### config.mk
export PLATFORM = sky130hd
export DESIGN_NAME = uart_fifo
export DESIGN_NICKNAME = d
export VERILOG_FILES = /design/src/rtl/uart_pkg.sv /design/src/rtl/sync_fifo.sv /design/src/rtl/uart_fifo.sv
export SDC_FILE = /design/constraint.sdc
export NUM_CORES = 1
export LEC_CHECK = 0
export CORE_MARGIN = 10
export CORE_UTILIZATION = 34
export CTS_BUF_LIST = sky130_fd_sc_hd__clkbuf_4
export CTS_CLUSTER_DIAMETER = 200
export DETAILED_ROUTE_END_ITERATION = 7
export PLACE_DENSITY = 0.55
export SLEW_MARGIN = 20
export SYNTH_ARGS = -nofsm -noshare
export SYNTH_HDL_FRONTEND = slang
export SYNTH_SLANG_ARGS = --single-unit
export TNS_END_PERCENT = 1
### constraint.sdc
create_clock -name CLK -period 4.8 [get_ports CLK]
set_clock_uncertainty 0.15 [all_clocks]
set_input_delay 0.48 -clock CLK [delete_from_list [all_inputs] [get_ports CLK]]
set_output_delay 0.48 -clock CLK [all_outputs]
set_load 0.03 [all_outputs]
### src/rtl/uart_pkg.sv
// Shared definitions for the buffered UART: register offsets, STATUS/CTRL bit positions
// and the 2-bit encoding used by both the TX and RX state machines.
package uart_pkg;

    localparam logic [7:0] UART_DATA   = 8'h00;
    localparam logic [7:0] UART_DIV    = 8'h04;
    localparam logic [7:0] UART_STATUS = 8'h08;
    localparam logic [7:0] UART_CTRL   = 8'h0C;

    localparam int unsigned STAT_TX_BUSY      = 0;
    localparam int unsigned STAT_TX_FULL      = 1;
    localparam int unsigned STAT_RX_VALID     = 2;
    localparam int unsigned STAT_RX_OVERRUN   = 3;
    localparam int unsigned STAT_RX_FRAME_ERR = 4;

    localparam int unsigned CTRL_RX_IRQ_EN = 0;
    localparam int unsigned CTRL_CLR_ERR   = 8;

    localparam logic [1:0] ST_IDLE  = 2'd0;
    localparam logic [1:0] ST_START = 2'd1;
    localparam logic [1:0] ST_DATA  = 2'd2;
    localparam logic [1:0] ST_STOP  = 2'd3;

endpackage

### src/rtl/sync_fifo.sv
// First-word-fall-through synchronous FIFO; DEPTH must be a power of two.
// A pop of a full FIFO frees the slot for a push on the same edge.
module sync_fifo #(
    parameter int unsigned WIDTH = 8,
    parameter int unsigned DEPTH = 16
) (
    input  logic             CLK,
    input  logic             reset,
    input  logic             push,
    input  logic             pop,
    input  logic [WIDTH-1:0] din,
    output logic [WIDTH-1:0] dout,
    output logic             full,
    output logic             empty
);

    localparam int unsigned AW = (DEPTH > 1) ? $clog2(DEPTH) : 1;
    localparam logic [AW:0] PTR_ONE = 1;

    logic [AW:0]      wr_ptr_q, wr_ptr_d;
    logic [AW:0]      rd_ptr_q, rd_ptr_d;
    logic [WIDTH-1:0] mem_q [DEPTH];
    logic             push_ok, pop_ok;

    // Extra pointer MSB distinguishes full from empty when the indices match.
    assign empty   = (wr_ptr_q == rd_ptr_q);
    assign full    = (wr_ptr_q[AW] != rd_ptr_q[AW]) &&
                     (wr_ptr_q[AW-1:0] == rd_ptr_q[AW-1:0]);
    assign pop_ok  = pop & ~empty;
    assign push_ok = push & (~full | pop_ok);
    assign dout    = mem_q[rd_ptr_q[AW-1:0]];

    always_comb begin
        wr_ptr_d = wr_ptr_q;
        rd_ptr_d = rd_ptr_q;
        if (push_ok) wr_ptr_d = wr_ptr_q + PTR_ONE;
        if (pop_ok)  rd_ptr_d = rd_ptr_q + PTR_ONE;
    end

    always_ff @(posedge CLK) begin
        if (reset) begin
            wr_ptr_q <= '0;
            rd_ptr_q <= '0;
        end else begin
            wr_ptr_q <= wr_ptr_d;
            rd_ptr_q <= rd_ptr_d;
        end
    end

    always_ff @(posedge CLK) begin
        if (push_ok) mem_q[wr_ptr_q[AW-1:0]] <= din;
    end

endmodule

### src/rtl/uart_fifo.sv
// Memory-mapped full-duplex UART with TX/RX FIFOs, sticky error flags and a level irq.
// Bit period is DIV+1 clocks; each FSM reloads its own down-counter from DIV.
module uart_fifo
    import uart_pkg::*;
#(
    parameter int unsigned FIFO_DEPTH = 16,
    parameter logic [31:0] DIV_RESET  = 32'd1
) (
    input  logic        CLK,
    input  logic        reset,
    input  logic        wen,
    input  logic        ren,
    input  logic [31:0] addr,
    input  logic [31:0] wdata,
    output logic [31:0] rdata,
    input  logic        rx,
    output logic        tx,
    output logic        irq
);

    logic [7:0]  reg_addr;
    logic        wr_data, wr_div, wr_ctrl, rd_data;
    logic        unused_addr;

    logic [31:0] div_q, div_d;
    logic        rx_irq_en_q, rx_irq_en_d;
    logic        overrun_q, overrun_d;
    logic        frame_err_q, frame_err_d;
    logic [31:0] rdata_q, rdata_d;
    logic        irq_q, irq_d;
    logic [31:0] status;

    logic [1:0]  tx_state_q, tx_state_d;
    logic [31:0] tx_cnt_q, tx_cnt_d;
    logic [2:0]  tx_bit_q, tx_bit_d;
    logic [7:0]  tx_shift_q, tx_shift_d;
    logic        tx_q, tx_d;
    logic        tx_pop, tx_full, tx_empty;
    logic [7:0]  tx_dout;

    logic        rx_sync1_q, rx_sync2_q, rx_prev_q;
    logic [1:0]  rx_state_q, rx_state_d;
    logic [31:0] rx_cnt_q, rx_cnt_d;
    logic [2:0]  rx_bit_q, rx_bit_d;
    logic [7:0]  rx_shift_q, rx_shift_d;
    logic        rx_push, rx_pop, rx_full, rx_empty, rx_frame_evt, rx_overrun_evt;
    logic [7:0]  rx_dout;

    assign reg_addr    = addr[7:0];
    assign unused_addr = ^addr[31:8];
    assign wr_data     = wen && (reg_addr == UART_DATA);
    assign wr_div      = wen && (reg_addr == UART_DIV);
    assign wr_ctrl     = wen && (reg_addr == UART_CTRL);
    assign rd_data     = ren && (reg_addr == UART_DATA);
    assign rx_pop      = rd_data & ~rx_empty;

    sync_fifo #(.WIDTH(8), .DEPTH(FIFO_DEPTH)) u_tx_fifo (
        .CLK   (CLK),
        .reset (reset),
        .push  (wr_data),
        .pop   (tx_pop),
        .din   (wdata[7:0]),
        .dout  (tx_dout),
        .full  (tx_full),
        .empty (tx_empty)
    );

    sync_fifo #(.WIDTH(8), .DEPTH(FIFO_DEPTH)) u_rx_fifo (
        .CLK   (CLK),
        .reset (reset),
        .push  (rx_push),
        .pop   (rx_pop),
        .din   (rx_shift_q),
        .dout  (rx_dout),
        .full  (rx_full),
        .empty (rx_empty)
    );

    // TX: the serial output is registered, so it trails the state by one clock.
    always_comb begin
        tx_state_d = tx_state_q;
        tx_cnt_d   = tx_cnt_q;
        tx_bit_d   = tx_bit_q;
        tx_shift_d = tx_shift_q;
        tx_pop     = 1'b0;
        case (tx_state_q)
            ST_IDLE: begin
                if (!tx_empty) begin
                    tx_pop     = 1'b1;
                    tx_shift_d = tx_dout;
                    tx_cnt_d   = div_q;
                    tx_state_d = ST_START;
                end
            end
            ST_START: begin
                if (tx_cnt_q == '0) begin
                    tx_cnt_d   = div_q;
                    tx_bit_d   = 3'd0;
                    tx_state_d = ST_DATA;
                end else begin
                    tx_cnt_d = tx_cnt_q - 32'd1;
                end
            end
            ST_DATA: begin
                if (tx_cnt_q == '0) begin
                    tx_cnt_d   = div_q;
                    tx_shift_d = {1'b0, tx_shift_q[7:1]};
                    tx_bit_d   = tx_bit_q + 3'd1;
                    if (tx_bit_q == 3'd7) tx_state_d = ST_STOP;
                end else begin
                    tx_cnt_d = tx_cnt_q - 32'd1;
                end
            end
            default: begin
                if (tx_cnt_q == '0) begin
                    if (!tx_empty) begin
                        tx_pop     = 1'b1;
                        tx_shift_d = tx_dout;
                        tx_cnt_d   = div_q;
                        tx_state_d = ST_START;
                    end else begin
                        tx_state_d = ST_IDLE;
                    end
                end else begin
                    tx_cnt_d = tx_cnt_q - 32'd1;
                end
            end
        endcase
        case (tx_state_q)
            ST_START: tx_d = 1'b0;
            ST_DATA:  tx_d = tx_shift_q[0];
            default:  tx_d = 1'b1;
        endcase
    end

    // RX: START waits half a bit so every later sample lands mid-bit.
    always_comb begin
        rx_state_d   = rx_state_q;
        rx_cnt_d     = rx_cnt_q;
        rx_bit_d     = rx_bit_q;
        rx_shift_d   = rx_shift_q;
        rx_push      = 1'b0;
        rx_frame_evt = 1'b0;
        case (rx_state_q)
            ST_IDLE: begin
                if (rx_prev_q && !rx_sync2_q) begin
                    rx_cnt_d   = {1'b0, div_q[31:1]};
                    rx_state_d = ST_START;
                end
            end
            ST_START: begin
                if (rx_cnt_q == '0) begin
                    if (rx_sync2_q) begin
                        rx_state_d = ST_IDLE;
                    end else begin
                        rx_cnt_d   = div_q;
                        rx_bit_d   = 3'd0;
                        rx_state_d = ST_DATA;
                    end
                end else begin
                    rx_cnt_d = rx_cnt_q - 32'd1;
                end
            end
            ST_DATA: begin
                if (rx_cnt_q == '0) begin
                    rx_cnt_d   = div_q;
                    rx_shift_d = {rx_sync2_q, rx_shift_q[7:1]};
                    rx_bit_d   = rx_bit_q + 3'd1;
                    if (rx_bit_q == 3'd7) rx_state_d = ST_STOP;
                end else begin
                    rx_cnt_d = rx_cnt_q - 32'd1;
                end
            end
            default: begin
                if (rx_cnt_q == '0) begin
                    rx_push      = rx_sync2_q;
                    rx_frame_evt = ~rx_sync2_q;
                    rx_state_d   = ST_IDLE;
                end else begin
                    rx_cnt_d = rx_cnt_q - 32'd1;
                end
            end
        endcase
    end

    assign rx_overrun_evt = rx_push & rx_full & ~rx_pop;

    always_comb begin
        status                    = '0;
        status[STAT_TX_BUSY]      = ~tx_empty | (tx_state_q != ST_IDLE);
        status[STAT_TX_FULL]      = tx_full;
        status[STAT_RX_VALID]     = ~rx_empty;
        status[STAT_RX_OVERRUN]   = overrun_q;
        status[STAT_RX_FRAME_ERR] = frame_err_q;

        div_d       = wr_div ? wdata : div_q;
        rx_irq_en_d = wr_ctrl ? wdata[CTRL_RX_IRQ_EN] : rx_irq_en_q;
        overrun_d   = overrun_q;
        frame_err_d = frame_err_q;
        if (wr_ctrl && wdata[CTRL_CLR_ERR]) begin
            overrun_d   = 1'b0;
            frame_err_d = 1'b0;
        end
        // A line event in the same cycle as a clear is not lost.
        if (rx_overrun_evt) overrun_d = 1'b1;
        if (rx_frame_evt)   frame_err_d = 1'b1;

        irq_d   = rx_irq_en_q & ~rx_empty;
        rdata_d = rdata_q;
        if (ren) begin
            case (reg_addr)
                UART_DATA:   rdata_d = rx_empty ? 32'd0 : {24'd0, rx_dout};
                UART_DIV:    rdata_d = div_q;
                UART_STATUS: rdata_d = status;
                UART_CTRL:   rdata_d = {31'd0, rx_irq_en_q};
                default:     rdata_d = 32'd0;
            endcase
        end
    end

    always_ff @(posedge CLK) begin
        if (reset) begin
            div_q       <= DIV_RESET;
            rx_irq_en_q <= 1'b0;
            overrun_q   <= 1'b0;
            frame_err_q <= 1'b0;
            rdata_q     <= '0;
            irq_q       <= 1'b0;
            tx_state_q  <= ST_IDLE;
            tx_cnt_q    <= '0;
            tx_bit_q    <= '0;
            tx_shift_q  <= '0;
            tx_q        <= 1'b1;
            rx_sync1_q  <= 1'b1;
            rx_sync2_q  <= 1'b1;
            rx_prev_q   <= 1'b1;
            rx_state_q  <= ST_IDLE;
            rx_cnt_q    <= '0;
            rx_bit_q    <= '0;
            rx_shift_q  <= '0;
        end else begin
            div_q       <= div_d;
            rx_irq_en_q <= rx_irq_en_d;
            overrun_q   <= overrun_d;
            frame_err_q <= frame_err_d;
            rdata_q     <= rdata_d;
            irq_q       <= irq_d;
            tx_state_q  <= tx_state_d;
            tx_cnt_q    <= tx_cnt_d;
            tx_bit_q    <= tx_bit_d;
            tx_shift_q  <= tx_shift_d;
            tx_q        <= tx_d;
            rx_sync1_q  <= rx;
            rx_sync2_q  <= rx_sync1_q;
            rx_prev_q   <= rx_sync2_q;
            rx_state_q  <= rx_state_d;
            rx_cnt_q    <= rx_cnt_d;
            rx_bit_q    <= rx_bit_d;
            rx_shift_q  <= rx_shift_d;
        end
    end

    assign rdata = rdata_q;
    assign tx    = tx_q;
    assign irq   = irq_q;

endmodule
Word-level counts from Yosys, hierarchy flattened
Memory sizes are Yosys's and may differ from the RTL's. A register that Yosys moved wholly into a read port is not among the register bits.
Cells that the tools add are included.
- register bits after elaboration: 182
- memory bits (writable): 256
- bits of input ports: 69
- output and inout bits: 34
- logic and storage cells: 162
- memories kept: 2
- add/sub/neg operators: 8
- equal/unequal tests: 26
- multiplexer cells: 56
- bitwise operators: 18
- reduce and logical (&&, ||, !) cells: 30
- memory list (name ; words ; width ; read ports ; clocked after memory_dff ; wr ports ; RTL line ; text):
    u_rx_fifo.mem_q ; 16 ; 8 ; 1 ; 1 ; 1 ; sync_fifo.sv:22 ; logic [WIDTH-1:0] mem_q [DEPTH];
    u_tx_fifo.mem_q ; 16 ; 8 ; 1 ; 1 ; 1 ; sync_fifo.sv:22 ;
- operator list (kind ; count):
    $mux 32 ; 8
    $pmux 32 s4 ; 1
    $pmux 32 s3 ; 1
    $logic_not 32->1 ; 2
    $pmux 32 s2 ; 1
    $sub 32x1->32 const B ; 2
    $mux 8 ; 4
    $pmux 8 s3 ; 1
    $mux 2 ; 11
    $add 5x1->5 const B ; 4
    $ne 2x2->1 const B ; 9
    $eq 8x4->1 const B ; 2
    $mux 4 ; 4
    $mux 3 ; 5
    $mux 1 ; 14
    $reduce_bool 2->1 ; 7
    $pmux 2 s3 ; 2
    $pmux 3 s2 ; 2
    $eq 5x5->1 ; 2
    $reduce_and 5->1 ; 2
    $reduce_and 3->1 ; 3
    $and 1x1->1 ; 8
    $eq 4x4->1 ; 2
    $eq 8x3->1 const B ; 1
    other kinds (18) ; 40

Logic depth before layout (Yosys ltp)
Gate-level depths: netlist (run 1).
- depth after elaboration: 9
- gate-level depth with buffers: 11
- mapped depth without buffers: 8

Hierarchy
A second synthesis (run 1) with hierarchy kept.
- cell total of the unflattened synthesis: 1804
- area total of the unflattened synthesis: 21175.3 sq um
- modules (own cells, without submodules) (module ; times used ; cells an instance ; area each (sq um) ; seq. area each (sq um)):
    uart_fifo ; 1 ; 1276 ; 9733.1 ; 3243.1
    sync_fifo at u_tx_fifo ; 1 ; 265 ; 5736.8 ; 4124.0
    sync_fifo at u_rx_fifo ; 1 ; 263 ; 5705.5 ; 4124.0

Worst setup path after synthesis (run 1)
Ideal clock, no wire load.
- path type: flip-flop to flip-flop
- start point: register rx_cnt_q[0]
- end point: memory u_rx_fifo.mem_q[0][0], enable pin
- library setup time: 383 ps
- arrival time: 2984 ps
- slack: 1283 ps
- stages on the path, launching flop included: 11
- cell sequence: dfxtp_1 > inv_1 > ha_1 > or4b_4 > or4_1 > buf_6 > nor4_4 > and3_1 > buf_2 > nand2_1 > nor3_1
- word-level cells in the longest chain between the ends: 6
- RTL lines (element ; RTL line ; text):
    start: declaration ; uart_fifo.sv:43 ; logic [31:0] rx_cnt_q, rx_cnt_d;
    start signal: assignment ; uart_fifo.sv:257 ; rx_cnt_q <= rx_cnt_d;
    $logic_not 32->1 ; uart_fifo.sv:175 ; if (rx_cnt_q == '0) begin
    $mux 1 ; uart_fifo.sv:175 ;
    $mux 1 ; uart_fifo.sv:144 ; case (rx_state_q)
    $and 1x1->1 ; sync_fifo.sv:30 ; assign push_ok = push & (~full | pop_ok);
    $mux 1 ; sync_fifo.sv:51 ; if (push_ok) mem_q[wr_ptr_q[AW-1:0]] <= din;
    $mux 1 (not written as such) ; sync_fifo.sv:51 ;
    end: declaration ; sync_fifo.sv:22 ;
Every way passes these cells.

Worst setup path in the final report (run 1)
- start point: register rx_cnt_q[0]
- end point: memory u_rx_fifo.mem_q[4][4], enable pin
Same word-level chain as after synthesis.

==> results of run 1 <==
[layer usage]
layer / wire (um) / up-vias / GRT usage, %
li1: - / 7453 / -
met1: 26920 / 7822 / 22.14
met2: 28280 / 577 / 26.71
met3: 4439 / 130 / 4.212
met4: 1978 / 4 / 7.150
met5: 24 / - / 0
[stage by stage]
| step | setup WS [ns] | area, um^2 | hold WS [ns] | power, mW | utilization [%] |
|---|---|---|---|---|---|
| 6_report | 0.7034 | 24390 | 0.1186 | 16.52 | 39.66 |
| 4_1_cts | 0.7094 | 24380 | 0.04973 | 16.82 | 39.66 |
| 3_5_place_dp | 0.7147 | 22680 | 0.2503 | 13.48 | 36.89 |
| 5_1_grt | 0.4479 | 24380 | 0.08836 | 18.09 | 39.66 |
| 2_1_floorplan | 1.283 | 21020 | 0.2395 | 10.51 | - |
| 3_3_place_gp | 0.8013 | 22680 | 0.2451 | 12.28 | 36.89 |
[worst min-delay path, stage by stage]
cell	delay [ns]
sky130_fd_sc_hd__clkdlybuf4s50_1	0.47
sky130_fd_sc_hd__nand2_1	0.09
sky130_fd_sc_hd__a21oi_1	0.05
[state kept, by name, indices dropped and copies added, names as in the netlist, 2 cells and up, named ones only]
register,count
u_rx_fifo.rd_ptr_q,5
u_tx_fifo.rd_ptr_q,5
rx_state_q,2
u_rx_fifo.mem_q,128
tx_state_q,2
tx_cnt_q,32
rx_shift_q,8
rdata,32
div_q,32
u_rx_fifo.wr_ptr_q,5
u_tx_fifo.mem_q,128
rx_bit_q,3
u_tx_fifo.wr_ptr_q,5
rx_cnt_q,32
tx_bit_q,3
tx_shift_q,8
[worst min-delay path by stage]
stage,startpoint,to,slack [ns],depth (start not counted)
after global routing,wdata[27],div_q[27],0.09,3
final,wdata[27],div_q[27],0.12,3
after CTS,reset,rx_prev_q,0.05,3
after floorplan,rx_sync1_q,rx_sync2_q,0.24,1
after detailed placement,rx_sync1_q,rx_sync2_q,0.25,1
after global placement,rx_sync1_q,rx_sync2_q,0.25,1
[layout make-up]
cell class,count,share of cell area (%)
diodes,2,0.02052
clock buffers,158,4.864
clock inverters,53,1.134
inverters,39,0.6003
multi-input cells,1229,36.24
flip-flops and latches,446,47.13
well taps,790,4.053
repair buffers,157,5.951
[cell families after synthesis]
kind of cell               Yosys count  share of synthesized area, %
AOI/OAI and AO/OA                  437                         13.47
muxes                              124                         10.81
DFF                                446                         54.66
adders and majority gates           25                         1.488
buffers and inverters              183                         3.398
and+or+nand+nor                    583                         13.68
xor gates and xnor gates            60                         2.500
[power by group]
part	total, mW	switching (mW)	internal (mW)
Combinational	8.70	5.35	3.35
Sequential	4.58	0.342	4.24
Clock	3.24	1.64	1.60
Total	16.5	7.33	9.19
[cell usage in the layout (no fill, tap or decap), drive strengths merged, types with 25 or more instances in the layout]
cell type	instances
a21oi	149
a221oi	29
and3	25
buf	57
clkbuf	158
clkdlybuf4s50	76
clkinv	51
dfxtp	190
edfxtp	256
ha	25
inv	39
mux4	80
nand2	222
nand3	57
nand4	25
nor2	100
nor3	47
nor4	32
o211ai	31
o21ai	78
xnor2	37
[what timing repair did]
action                    in CTS  in global routing
hold buffers                  24                  0
buffers inserted               0                  0
hold endpoints to repair      46                  0
==> results.txt, run 1 <==
* Total of fill cells in the finished design: 5936
- Data on the critical path is required at its endpoint by 5.16 ns.
- Worst R2R Setup Slack: 0.70 ns
- In the final layout, the share of cells above drive strength 1 is 17.87%.
- After layout, the worst path uses 85.35% of the clock period.
- In this run the worst hold path is classified as input pin to register.
* Status: finished clean
- Worst supply voltage drop on vdd: 0.7668 mV
- P_leak: 8.245 nW
- For this design the ratio of total power to cell area is 677.5 mW/mm^2.
- The slowest stage of the critical path belongs to the cell sky130_fd_sc_hd__nor2_1.
* Period minus WS final: 4.097 ns
* Number of global-route vias before repair: 15970
- The die covers 0.07218 mm^2.
* Core area: 0.06148 mm^2
- Register area share after synthesis: 54.66%
- Flip-flop and latch count after synthesis: 446
- Counting both buffers and inverters, the worst setup path holds a total of 1.
- Num rows: 91
* Final setup TNS: 0 ns
- Worst slew margin: 34.29%
- Global-route wire length before repair: 95230 um
- In the final layout, the multi-input gates occupy 0.008838 mm^2.
* Syn_nets: 1952
* Sort of element at the end of the critical path: register
- Buffers inserted during clock tree synthesis total 116.
* Max Buffers Root-to-Sink: 3
- Summed over all nets, the half-perimeter wirelength after detailed placement is 39990 um.
- Final hold vios: 0
- TritonCTS clock tree: built
- After detailed routing, the number of remaining DRC violations is 0.
- For this run, the slowest stage of the critical path takes 0.64 ns.
- Measured slew at the worst slew-check pin: 0.9857 ns
* Number of clock sinks seen by CTS: 446
- Die height: 268.7 um
- Number of stages on the worst setup path: 8
- The pre-antenna-repair detailed-routing pass consisted of 5 iterations.
- The worst setup path is launched from a register.
- Cells along the critical path: inv_1, ha_1, or4b_4, or4_1, nor4_4, and3_1, nand2_1, nor2_1
- Starting Density: 34.19%
* Synth warnings: 0
* Routed wire length: 61640 um
- Routed length per instance: 21.45 um
- Register clock-pin slew on the reported worst setup and hold paths: 0.07 ns
* Dominant synthesized flop cell: sky130_fd_sc_hd__edfxtp_1
* Crit path launch: rx_cnt_q[0]
- Buffers placed on the I/O ports in this run total 78.
- Compared with the post-synthesis result, the final layout area differs by 16.00%.
* Post-synth top area share: 36.56%
- In this run the worst setup path terminates at u_rx_fifo.mem_q[4][4].
* Netlist cell types: 84
* WS Path Type: register to register
- Count of flip-flops with a built-in enable after synthesis: 256
- The synthesized design spends more area on one cell type than any other, namely sky130_fd_sc_hd__edfxtp_1.
* Final setup violation count: 0
- Crit-path max FO: 8
* Antenna violations before repair: 4
* Global-route usage over all layers: 17.02%
* Worst Reg2Reg Path Length in Cells: 8
- After technology mapping, the gate count stands at 1858.
- Launch point of the worst reg-to-reg path: rx_cnt_q[0]
- Vias per cell: 5.562
* Cell family with most CP delay: simple AND/OR/NAND/NOR gates
- Setup repair after global routing left no endpoint under its margin.
- The tool flagged a number of max-cap violations equal to 0.
- In the synthesized netlist the async set-or-reset flop fraction comes to 0%.
- Fmax achieved: 244.1 MHz
- Summing over every cut layer, the via total after detailed routing is 15990.
* DRC violation total after the first TritonRoute iteration: 1444
* Flip-flop and latch area: 0.01149 mm^2
* Level count of the clock H-tree: 3
- Number of nets in the final layout: 2083
- Max-slew violations: 0
* PostCTS Resize Cnt: 0
- Root Buffer: sky130_fd_sc_hd__clkbuf_4
* Clock latency on the worst-skew pair: 0.92 ns
* Count of antenna-violating nets left after detailed routing: 0
* Top cells by count, synth: sky130_fd_sc_hd__edfxtp_1 (256), sky130_fd_sc_hd__nand2_1 (222), sky130_fd_sc_hd__dfxtp_1 (190)
- Maximum number of pins on one net before global-route repair: 78
- Ports: 103
* Most instantiated library cell after synthesis: sky130_fd_sc_hd__edfxtp_1
* Average instance area after synthesis: 11.32 um^2
- Cell types occupying the most area after synthesis: sky130_fd_sc_hd__edfxtp_1 (37%), sky130_fd_sc_hd__dfxtp_1 (18%), sky130_fd_sc_hd__mux4_2 (8.6%)
- The endpoint identified for the worst register-to-register timing path is u_rx_fifo.mem_q[4][4].
- DP Cell Count: 2637
* Horizontal extent of the die: 268.7 um
- The finished layout holds 2874 standard cells, fillers aside.
- In this run the cell area of the synthesized design comes to 0.02102 mm^2.
- At the worst endpoint, the arrival time is 4.46 ns.
- Global routing finished with a remaining overflow of 0.
- Routability-driven placement finished with a final weighted congestion of 0.8454.
No activity file was read; power rests on OpenSTA's default activity.
==> run 2: changes to the inputs <==
--- a/config.mk
+++ b/config.mk
@@ -5,6 +5,7 @@
 export SDC_FILE = /design/constraint.sdc
 export NUM_CORES = 1
 export LEC_CHECK = 0
+export CAP_MARGIN = 20
 export CORE_MARGIN = 10
 export CORE_UTILIZATION = 34
 export CTS_BUF_LIST = sky130_fd_sc_hd__clkbuf_4
==> results of run 2 <==
Final layout, timing and power as in run 1 (identical DEF).
